## src/rtl/flash_cache_loader.sv

```systemverilog
// flash_cache_loader
// Boot-time loader: after a power-up wait it issues one SPI NOR READ (0x03)
// from FLASH_START_ADDRESS and streams the image continuously. Every 4 bytes
// are packed little-endian ({b3,b2,b1,b0}) and written to the cache. While the
// cache is busy, the SPI clock is frozen low with chip select still asserted.
// The flash therefore resumes the same stream without being re-addressed.
//
// Optional build macro: FLASH_CACHE_LOADER_CHECKSUM_EN
//   defined   -> checksum accumulates every written word (mod 2^32)
//   undefined -> checksum is tied to 0 and no adder is built
//
// Ports:
//   clk                 system clock, rising edge
//   rst                 asynchronous active-high reset
//   flash_clk           SPI clock (mode 0, idles low, 2 clk cycles per bit)
//   flash_mosi          SPI data to flash, MSB first
//   flash_miso          SPI data from flash, sampled at the end of the high phase
//   flash_cs            SPI chip select, active-low
//   cache_address       byte address of the current word (wraps mod 2^32)
//   cache_data_in       packed word being assembled / written
//   cache_write_enable  4'b1111 while a write is outstanding, else 0
//   cache_busy          cache busy flag, only looked at while writing
//   busy                high from reset release until the image is copied
//   done                sticky completion flag
//   checksum            running sum of written words (optional feature)

module flash_cache_loader #(
  parameter int unsigned STARTUP_WAIT        = 1_000_000,
  parameter logic [23:0] FLASH_START_ADDRESS = 24'h00_0000,
  parameter logic [31:0] TRANSFER_BYTES      = 32'h0020_0000,
  parameter logic [31:0] CACHE_BASE_ADDRESS  = 32'h0000_0000
) (
  input  logic        clk,
  input  logic        rst,
  output logic        flash_clk,
  output logic        flash_mosi,
  input  logic        flash_miso,
  output logic        flash_cs,
  output logic [31:0] cache_address,
  output logic [31:0] cache_data_in,
  output logic [3:0]  cache_write_enable,
  input  logic        cache_busy,
  output logic        busy,
  output logic        done,
  output logic [31:0] checksum
);

  typedef enum logic [2:0] {
    S_WAIT_POWER,
    S_SEND_CMD,
    S_SEND_ADDR,
    S_READ,
    S_WRITE_WAIT,
    S_FINISH,
    S_DONE
  } state_t;

  // Command byte and address are shifted out as one 32-bit MSB-first word.
  localparam logic [31:0] CMD_ADDR = {8'h03, FLASH_START_ADDRESS};

  state_t      state_q;
  state_t      state_d;
  logic [31:0] wait_cnt;
  logic        ph;         // 0 = SPI low phase, 1 = SPI high phase
  logic [4:0]  bit_cnt;    // bit index within command+address, or within the word
  logic        wr_first;   // first cycle of a cache write, cache_busy ignored
  logic [31:0] byte_cnt;   // bytes already committed to the cache
  logic        spi_active;
  logic        bit_end;
  logic        wr_done;
  logic        last_word;
  logic [4:0]  lane_lsb;

  assign spi_active = (state_q == S_SEND_CMD) || (state_q == S_SEND_ADDR) ||
                      (state_q == S_READ);
  assign bit_end    = spi_active && ph;
  assign wr_done    = (state_q == S_WRITE_WAIT) && !wr_first && !cache_busy;
  assign last_word  = ((byte_cnt + 32'd4) == TRANSFER_BYTES);
  // Byte k of the word lands in lane k; bit_cnt[4:3] is the byte index.
  assign lane_lsb   = {bit_cnt[4:3], 3'b000};

  // State register
  always_ff @(posedge clk or posedge rst) begin
    if (rst) begin
      state_q <= S_WAIT_POWER;
    end else begin
      state_q <= state_d;
    end
  end

  // Next-state logic
  always_comb begin
    state_d = state_q;
    case (state_q)
      S_WAIT_POWER: if (wait_cnt == STARTUP_WAIT) state_d = S_SEND_CMD;
      S_SEND_CMD:   if (bit_end && (bit_cnt == 5'd7)) state_d = S_SEND_ADDR;
      S_SEND_ADDR:  if (bit_end && (bit_cnt == 5'd31)) state_d = S_READ;
      S_READ:       if (bit_end && (bit_cnt == 5'd31)) state_d = S_WRITE_WAIT;
      S_WRITE_WAIT: if (wr_done) state_d = last_word ? S_FINISH : S_READ;
      S_FINISH:     state_d = S_DONE;
      S_DONE:       state_d = S_DONE;
      default:      state_d = S_WAIT_POWER;
    endcase
  end

  // Output decode: everything the flash and cache see follows the state and
  // bit position directly, so reset values appear as soon as rst is asserted.
  always_comb begin
    flash_clk          = spi_active && ph;
    flash_mosi         = 1'b0;
    flash_cs           = 1'b1;
    cache_write_enable = 4'b0000;
    busy               = (state_q != S_DONE);
    done               = (state_q == S_DONE);
    if ((state_q == S_SEND_CMD) || (state_q == S_SEND_ADDR)) begin
      flash_mosi = CMD_ADDR[~bit_cnt];
    end
    if (spi_active || (state_q == S_WRITE_WAIT) || (state_q == S_FINISH)) begin
      flash_cs = 1'b0;
    end
    if (state_q == S_WRITE_WAIT) begin
      cache_write_enable = 4'b1111;
    end
  end

  // Counters, word assembly and cache address
  always_ff @(posedge clk or posedge rst) begin
    if (rst) begin
      wait_cnt      <= '0;
      ph            <= 1'b0;
      bit_cnt       <= '0;
      wr_first      <= 1'b0;
      byte_cnt      <= '0;
      cache_address <= CACHE_BASE_ADDRESS;
      cache_data_in <= '0;
    end else begin
      if ((state_q == S_WAIT_POWER) && (wait_cnt != STARTUP_WAIT)) begin
        wait_cnt <= wait_cnt + 32'd1;
      end
      // Phase toggles only while shifting; leaving READ parks it in the low phase.
      ph <= spi_active && !ph;
      if (bit_end) begin
        bit_cnt <= bit_cnt + 5'd1;
      end
      if ((state_q == S_READ) && ph) begin
        cache_data_in[lane_lsb +: 8] <= {cache_data_in[lane_lsb +: 7], flash_miso};
      end
      // READ only ever exits into WRITE_WAIT, so this marks its first cycle.
      wr_first <= (state_q == S_READ);
      if (wr_done) begin
        cache_address <= cache_address + 32'd4;
        byte_cnt      <= byte_cnt + 32'd4;
      end
    end
  end

`ifdef FLASH_CACHE_LOADER_CHECKSUM_EN
  // Checksum accumulates in the completion cycle of each write
  always_ff @(posedge clk or posedge rst) begin
    if (rst) begin
      checksum <= '0;
    end else if (wr_done) begin
      checksum <= checksum + cache_data_in;
    end
  end
`else
  assign checksum = '0;
`endif

endmodule
```

## config.mk

```make
export PLATFORM = sky130hd
export DESIGN_NAME = flash_cache_loader
export DESIGN_NICKNAME = d
export VERILOG_FILES = /design/src/rtl/flash_cache_loader.sv
export SDC_FILE = /design/constraint.sdc
export NUM_CORES = 1
export LEC_CHECK = 0
export BUFFER_PORTS_ARGS = -buffer_cell sky130_fd_sc_hd__clkbuf_2
export CORE_UTILIZATION = 50
export DETAILED_ROUTE_END_ITERATION = 16
export GPL_ROUTABILITY_DRIVEN = 0
export GPL_TIMING_DRIVEN = 0
export PLACE_DENSITY = 0.72
export SLEW_MARGIN = 5
export SYNTH_ARGS = -nofsm -noshare
export SYNTH_HDL_FRONTEND = slang
export SYNTH_SLANG_ARGS = --single-unit
```

## constraint.sdc

```tcl
create_clock -name clk -period 4.45 [get_ports clk]
set_input_delay 0 -clock clk [delete_from_list [all_inputs] [get_ports clk]]
set_output_delay 0 -clock clk [all_outputs]
set_load 0.02 [all_outputs]
```

### Word-level counts from Yosys, hierarchy flattened

Memory sizes are Yosys's and may differ from the RTL's.
Cells that the tools add are included.

| operators by class | value |
|---|---|
| $add $sub $neg | 5 |
| multipliers | 0 |
| divide/modulo/power cells | 0 |
| magnitude comparators | 1 |
| equal/unequal tests | 17 |
| shifts and indexed selects | 3 |
| multiplexer cells | 12 |
| bitwise logic cells | 1 |
| reduce and logical (&&, ||, !) cells | 18 |

Operator list:

| kind | count |
|---|---|
| 32-bit by 3-bit adder with 32-bit output (second input constant) | 2 |
| 32-bit by 1-bit adder with 32-bit output (second input constant) | 1 |
| 32-bit bitwise mux | 1 |
| 32-bit by 20-bit == test with 1-bit output (second input constant) | 1 |
| 32-bit by 22-bit == test with 1-bit output (second input constant) | 1 |
| 32-bit by 20-bit != test with 1-bit output (second input constant) | 1 |
| 8-bit by 7-bit variable shift with 32-bit output (first input constant) | 1 |
| 32-bit by 6-bit indexed part select with 7-bit output | 1 |
| 8-bit by 7-bit indexed part select with 32-bit output | 1 |
| 3-bit two-way mux | 6 |
| 3-bit one-hot mux with 6 select lines | 1 |
| 3-bit == test (second input constant) | 3 |
| 1-bit logical AND | 8 |
| 5-bit negator with 7-bit output | 1 |
| 3-bit by 2-bit == test with 1-bit output (second input constant) | 2 |
| 5-bit by 6-bit < comparator with 1-bit output (second input constant) | 1 |
| 2-bit by 1-bit != test with 1-bit output (second input constant) | 3 |
| 5-bit by 1-bit adder with 5-bit output (second input constant) | 1 |
| 5-bit by 3-bit == test with 1-bit output (second input constant) | 1 |
| 5-bit == test (second input constant) | 1 |
| 5-bit NOT | 1 |
| 5-bit AND reduction | 1 |
| 1-bit logical OR | 4 |
| 4-bit two-way mux | 1 |
| other kinds (7) | 12 |

| storage, ports and cells | value |
|---|---|
| register bits after elaboration | 138 |
| bits in latches | 0 |
| memory bits (writable) | 0 |
| memory bits (read-only) | 32 |
| output and inout port bits | 105 |
| memories | 1 |

Memory list:

| name | depth | bits a word | read ports | clocked after Yosys merged registers in | write ports | line | RTL |
|---|---|---|---|---|---|---|---|
| (name not given) | 32 | 1 | 1 | 0 | 0 | 116 | `flash_mosi = CMD_ADDR[~bit_cnt];` |

### Longest topological paths before layout

| depth | value |
|---|---|
| depth after elaboration | 7 |
| depth in mapped cells | 10 |
| mapped depth without buffers | 10 |

### Worst setup path after synthesis

No wires, ideal clock.

| path | value |
|---|---|
| kind | reg-to-reg |
| start point | register state_q[0] |
| end point | register cache_address[26] |
| setup time | 129 ps |
| data arrival time | 2956 ps |
| data required time | 4321 ps |
| slack | 1365 ps |
| cell stages (with the launch flop) | 9 |
| buffers on the path | 1 |
| period minus slack after synthesis | 3085 ps |
| cell sequence | dfrtp_1 clkbuf_1 nor3b_1 and4_1 nand4_1 or3b_1 nor3_1 nand4_1 xnor2_1 |

| between the ends | value |
|---|---|
| cells in the longest elaborated chain, start to end | 3 |

RTL lines:

| what | line | RTL |
|---|---|---|
| start: declaration | 61 | `state_t state_q;` |
| start signal: assignment | 87 | `state_q <= state_d;` |
| 3-bit == test | 77 | `assign wr_done = (state_q == S_WRITE_WAIT) && !wr_first && !cache_busy;` |
| 1-bit logical AND (2 in series) | 77 |  |
| end signal: assignment | 151 | `cache_address <= cache_address + 32'd4;` |
| end: declaration | 39 | `output logic [31:0] cache_address,` |

Every way passes these cells.
A chain may end at the register's enable or synchronous reset.

### Final worst setup path

| path | value |
|---|---|
| start point | register state_q[0] |
| end point | register cache_address[28] |

The elaborated chain is that of the path after synthesis.

==> qor.tcl <==
set qor(maxCapViolCount) 0
set qor(async_flop_share_pct) 100.0
set qor(place.port_buffers) 74
set qor(cts_post_setup_buffers_inserted) 0
set qor(postSynthCellCount) 679
set qor(worst_slew_margin_rel_pct) 33.29
set qor(timing.critical_path.cells) {clkbuf_1 > nor3b_1 > and4_1 > nand4_1 > or3b_1 > nor3_1 > nand3_1 > xnor2_1}
set qor(cts_buffer_depth) 2
set qor(crit-reg2reg-capture) {cache_address[28]}
set qor(cts_tree) {done}
set qor(final_core_util_pct) 61.91
set qor(fmaxAchievable_ghz) 0.3028
set qor(synth_area_um2) 6884
set qor(power.density_nw_per_um2) 334.7
set qor(outcome) {complete, no violations}
set qor(synth_area_leaders) {sky130_fd_sc_hd__dfrtp_1 (49%), sky130_fd_sc_hd__xnor2_1 (10%), sky130_fd_sc_hd__nand2_1 (6.3%), sky130_fd_sc_hd__buf_4 (4.3%), sky130_fd_sc_hd__xor2_1 (2.7%)}
set qor(critPathTopFamily) {simple AND/OR/NAND/NOR gates}
set qor(die_w_um) 119.3
set qor(timing.clock.skew_ps) 5.408
set qor(critPathMaxStageDelay_ps) 670
set qor(timing.critical_path.buf_inv) 1
set qor(worst_skew_pair.late_latency_ps) 420
set qor(yosysMostFrequentCell) {sky130_fd_sc_hd__dfrtp_1}
set qor(synthTopCellsByCount) {sky130_fd_sc_hd__dfrtp_1 (134), sky130_fd_sc_hd__nand2_1 (116), sky130_fd_sc_hd__xnor2_1 (80), sky130_fd_sc_hd__buf_4 (39), sky130_fd_sc_hd__o21ai_0 (32)}
set qor(diodes) 0
set qor(num-nets-final) 823
set qor(worst_setup_slack_for_register_to_register_paths_ps) 1150
set qor(worst-setup-path-type) {register to register}
set qor(worstPathMaxFanout) 9
set qor(timing_hold_violations_final) 0
set qor(drt_drc_violations_left) 0
set qor(clk_pin_slew_worst_paths_ps) 60
set qor(setup_viol) 0
set qor(post_synth_num_cell_types) 59
set qor(via_per_inst) 5.274
set qor(worst-endpoint-arrival_ps) 3590
set qor(largest_vdd_supply_drop_uv) 237.8
set qor(timing.critical_path.to_type) {register}
set qor(total_via_count_in_the_routed_design) 5258
set qor(grt_antenna_before_repair) 0
set qor(boundaryPins) 109
set qor(timing_worst_slew_pin_value_ps) 993.0
set qor(globalRouteTotalUtil_pct) 21.92
set qor(postLayoutCellArea_um2) 8264
set qor(placement.cell_area_um2) 7631
set qor(core.rowCount) 42
set qor(ys.flop_type) {sky130_fd_sc_hd__dfrtp_1}
set qor(clock-root-buffer) {sky130_fd_sc_hd__clkbuf_16}
set qor(worst_slack_ps) 1147
set qor(drt_iter0_markers) 401
set qor(reg2reg_depth) 8
set qor(cts_resized) 0
set qor(postSynthRegisterBits) 134
set qor(syn-mean-instance-area_um2) 10.14
set qor(timing.final.max_slew_violations) 0
set qor(report.power.total_mw) 2.766
set qor(reg_to_reg_critical_path_startpoint) {state_q[0]}
set qor(layout_worst_path_cycle_share_pct) 74.22
set qor(worst_hold_path_type) {primary input to async pin}
set qor(clkSinkCount) 134
set qor(global_route_wire_length_before_repair_um) 24870
set qor(synth-edff-count) 0
set qor(hpwl_um) 9999
set qor(yosysWarningCount) 0
set qor(dr.pass1.iters) 5
set qor(synth_to_layout_area_growth_pct) 20.05
set qor(htree_levels) 4
set qor(largest_net_degree_at_the_start_of_global_routing) 98
set qor(ant_nets) 0
set qor(final_period_minus_worst_setup_slack_ps) 3303
set qor(p_leak_nw) 3.907
set qor(pre_cts_setup_slack_ps) 1104
set qor(floorplan.die_area_um2) 14240
set qor(synthDominantAreaCellType) {sky130_fd_sc_hd__dfrtp_1}
set qor(unrepaired_setup_endpoints_after_global_routing) {false}
set qor(post_route_cells_drive_above_1_share_pct) 20.58
set qor(synth_sequential_area_ratio_pct) 48.71
set qor(setup.worst_path.start_class) {register}
set qor(grt_overflow_total) 0
set qor(cts_made_buffers) 17
set qor(holdBufCountCts) 2
set qor(number_of_global_route_vias_before_repair) 5182
set qor(floorplan.die.height_um) 119.3
set qor(routed_wl_um) 14290
set qor(fin_setup_tns_ps) 0
set qor(worst_path_max_delay_cell) {sky130_fd_sc_hd__nor3b_1}
set qor(synth_top_area_share_pct) 48.71
set qor(avgRoutedWirePerCell_um) 14.34
set qor(initial_utilization_pct) 51.57
set qor(floorplan_core_area_um2) 13350
set qor(crit_required_ps) 4740
[cell type report]
| cell class | count | area [um2] |
|---|---|---|
| tap | 176 | 220.2 |
| clock inverter | 13 | 180.2 |
| clock buffer | 19 | 432.9 |
| inverter | 11 | 46.29 |
| fill | 1113 | 5084 |
| multi-input combinational | 506 | 3237 |
| timing repair buffer | 77 | 417.9 |
| buffer | 61 | 376.6 |
| sequential | 134 | 3353 |
[registers in the layout, summed over array words and instances (netlist names)]
signal	flops
cache_data_in	32
wait_cnt	32
byte_cnt	30
cache_address	30
bit_cnt	5
state_q	3
ph	1
wr_first	1
[kinds of logic after synthesis]
logic type               Yosys count  synth area share, %
multiplexers                      12                3.072
XOR/XNOR                         101                12.85
buffers and inverters             72                6.071
AND/OR/NAND/NOR                  280                20.67
flip-flops                       134                48.71
adder cells (fa/ha/maj)           11                1.999
other                              1              0.05447
AO/OA/AOI/OAI                     68                6.580
[power breakdown]
group | internal (mW) | switching, mW | total (mW)
clock | 0.935 | 0.533 | 1.47
combinational | 0.0249 | 0.0541 | 0.0790
sequential | 1.22 | 0 | 1.22
[placed cells by master, fill, tap and decap left out, types with 4 or more instances in the layout]
master / n
sky130_fd_sc_hd__ha_1: 11
sky130_fd_sc_hd__nand2b_1: 4
sky130_fd_sc_hd__clkbuf_2: 74
sky130_fd_sc_hd__clkbuf_1: 21
sky130_fd_sc_hd__xor2_1: 21
sky130_fd_sc_hd__nor4_1: 4
sky130_fd_sc_hd__and2_1: 5
sky130_fd_sc_hd__o31ai_1: 4
sky130_fd_sc_hd__inv_1: 10
sky130_fd_sc_hd__conb_1: 34
sky130_fd_sc_hd__nor2_1: 31
sky130_fd_sc_hd__nand3_1: 31
sky130_fd_sc_hd__and3_1: 14
sky130_fd_sc_hd__mux4_2: 7
sky130_fd_sc_hd__buf_4: 39
sky130_fd_sc_hd__nand4_1: 29
sky130_fd_sc_hd__clkbuf_16: 17
sky130_fd_sc_hd__nand2_1: 116
sky130_fd_sc_hd__xnor2_1: 80
sky130_fd_sc_hd__a21oi_1: 4
sky130_fd_sc_hd__nor3_1: 15
sky130_fd_sc_hd__o21ai_0: 32
sky130_fd_sc_hd__clkinv_2: 4
sky130_fd_sc_hd__bufinv_16: 4
sky130_fd_sc_hd__and4_1: 11
sky130_fd_sc_hd__dfrtp_1: 134
sky130_fd_sc_hd__nor4b_1: 5
[worst reg2reg max path, stage by stage (launching register included)]
cell and delay, ps:
sky130_fd_sc_hd__dfrtp_1 360, sky130_fd_sc_hd__clkbuf_1 210, sky130_fd_sc_hd__nor3b_1 670, sky130_fd_sc_hd__and4_1 370, sky130_fd_sc_hd__nand4_1 270, sky130_fd_sc_hd__or3b_1 530, sky130_fd_sc_hd__nor3_1 430, sky130_fd_sc_hd__nand3_1 170
sky130_fd_sc_hd__xnor2_1 170
[how the worst max path moves through the flow]
| stage | from | end | slack [ps] | cells after the start |
|---|---|---|---|---|
| floorplan | rst | bit_cnt[0] | 870 | 1 |
| global placement | rst | wait_cnt[14] | -550 | 2 |
| detailed placement | state_q[0] | cache_address[28] | 1100 | 8 |
| CTS | state_q[0] | cache_address[28] | 1090 | 8 |
| global route | state_q[0] | cache_address[28] | 830 | 8 |
| finish | state_q[0] | cache_address[28] | 1150 | 8 |
[metal layers]
layer	vias to the layer above	routed length [um]	global-route usage, %
met5	-	0	0
met1	2517	6492	28.66
met3	22	709	4.262
li1	2548	-	-
met4	0	219	8.984
met2	171	6871	35.76
[metrics by stage]
stage / cells / hold slack (ps)
2_1_floorplan: 712 / 164.1
3_3_place_gp: 962 / 284.3
3_5_place_dp: 963 / 16.03
4_1_cts: 997 / 122.5
5_1_grt: 997 / 167.4
6_report: 997 / 130.5
(Power assumes the default switching activity.)
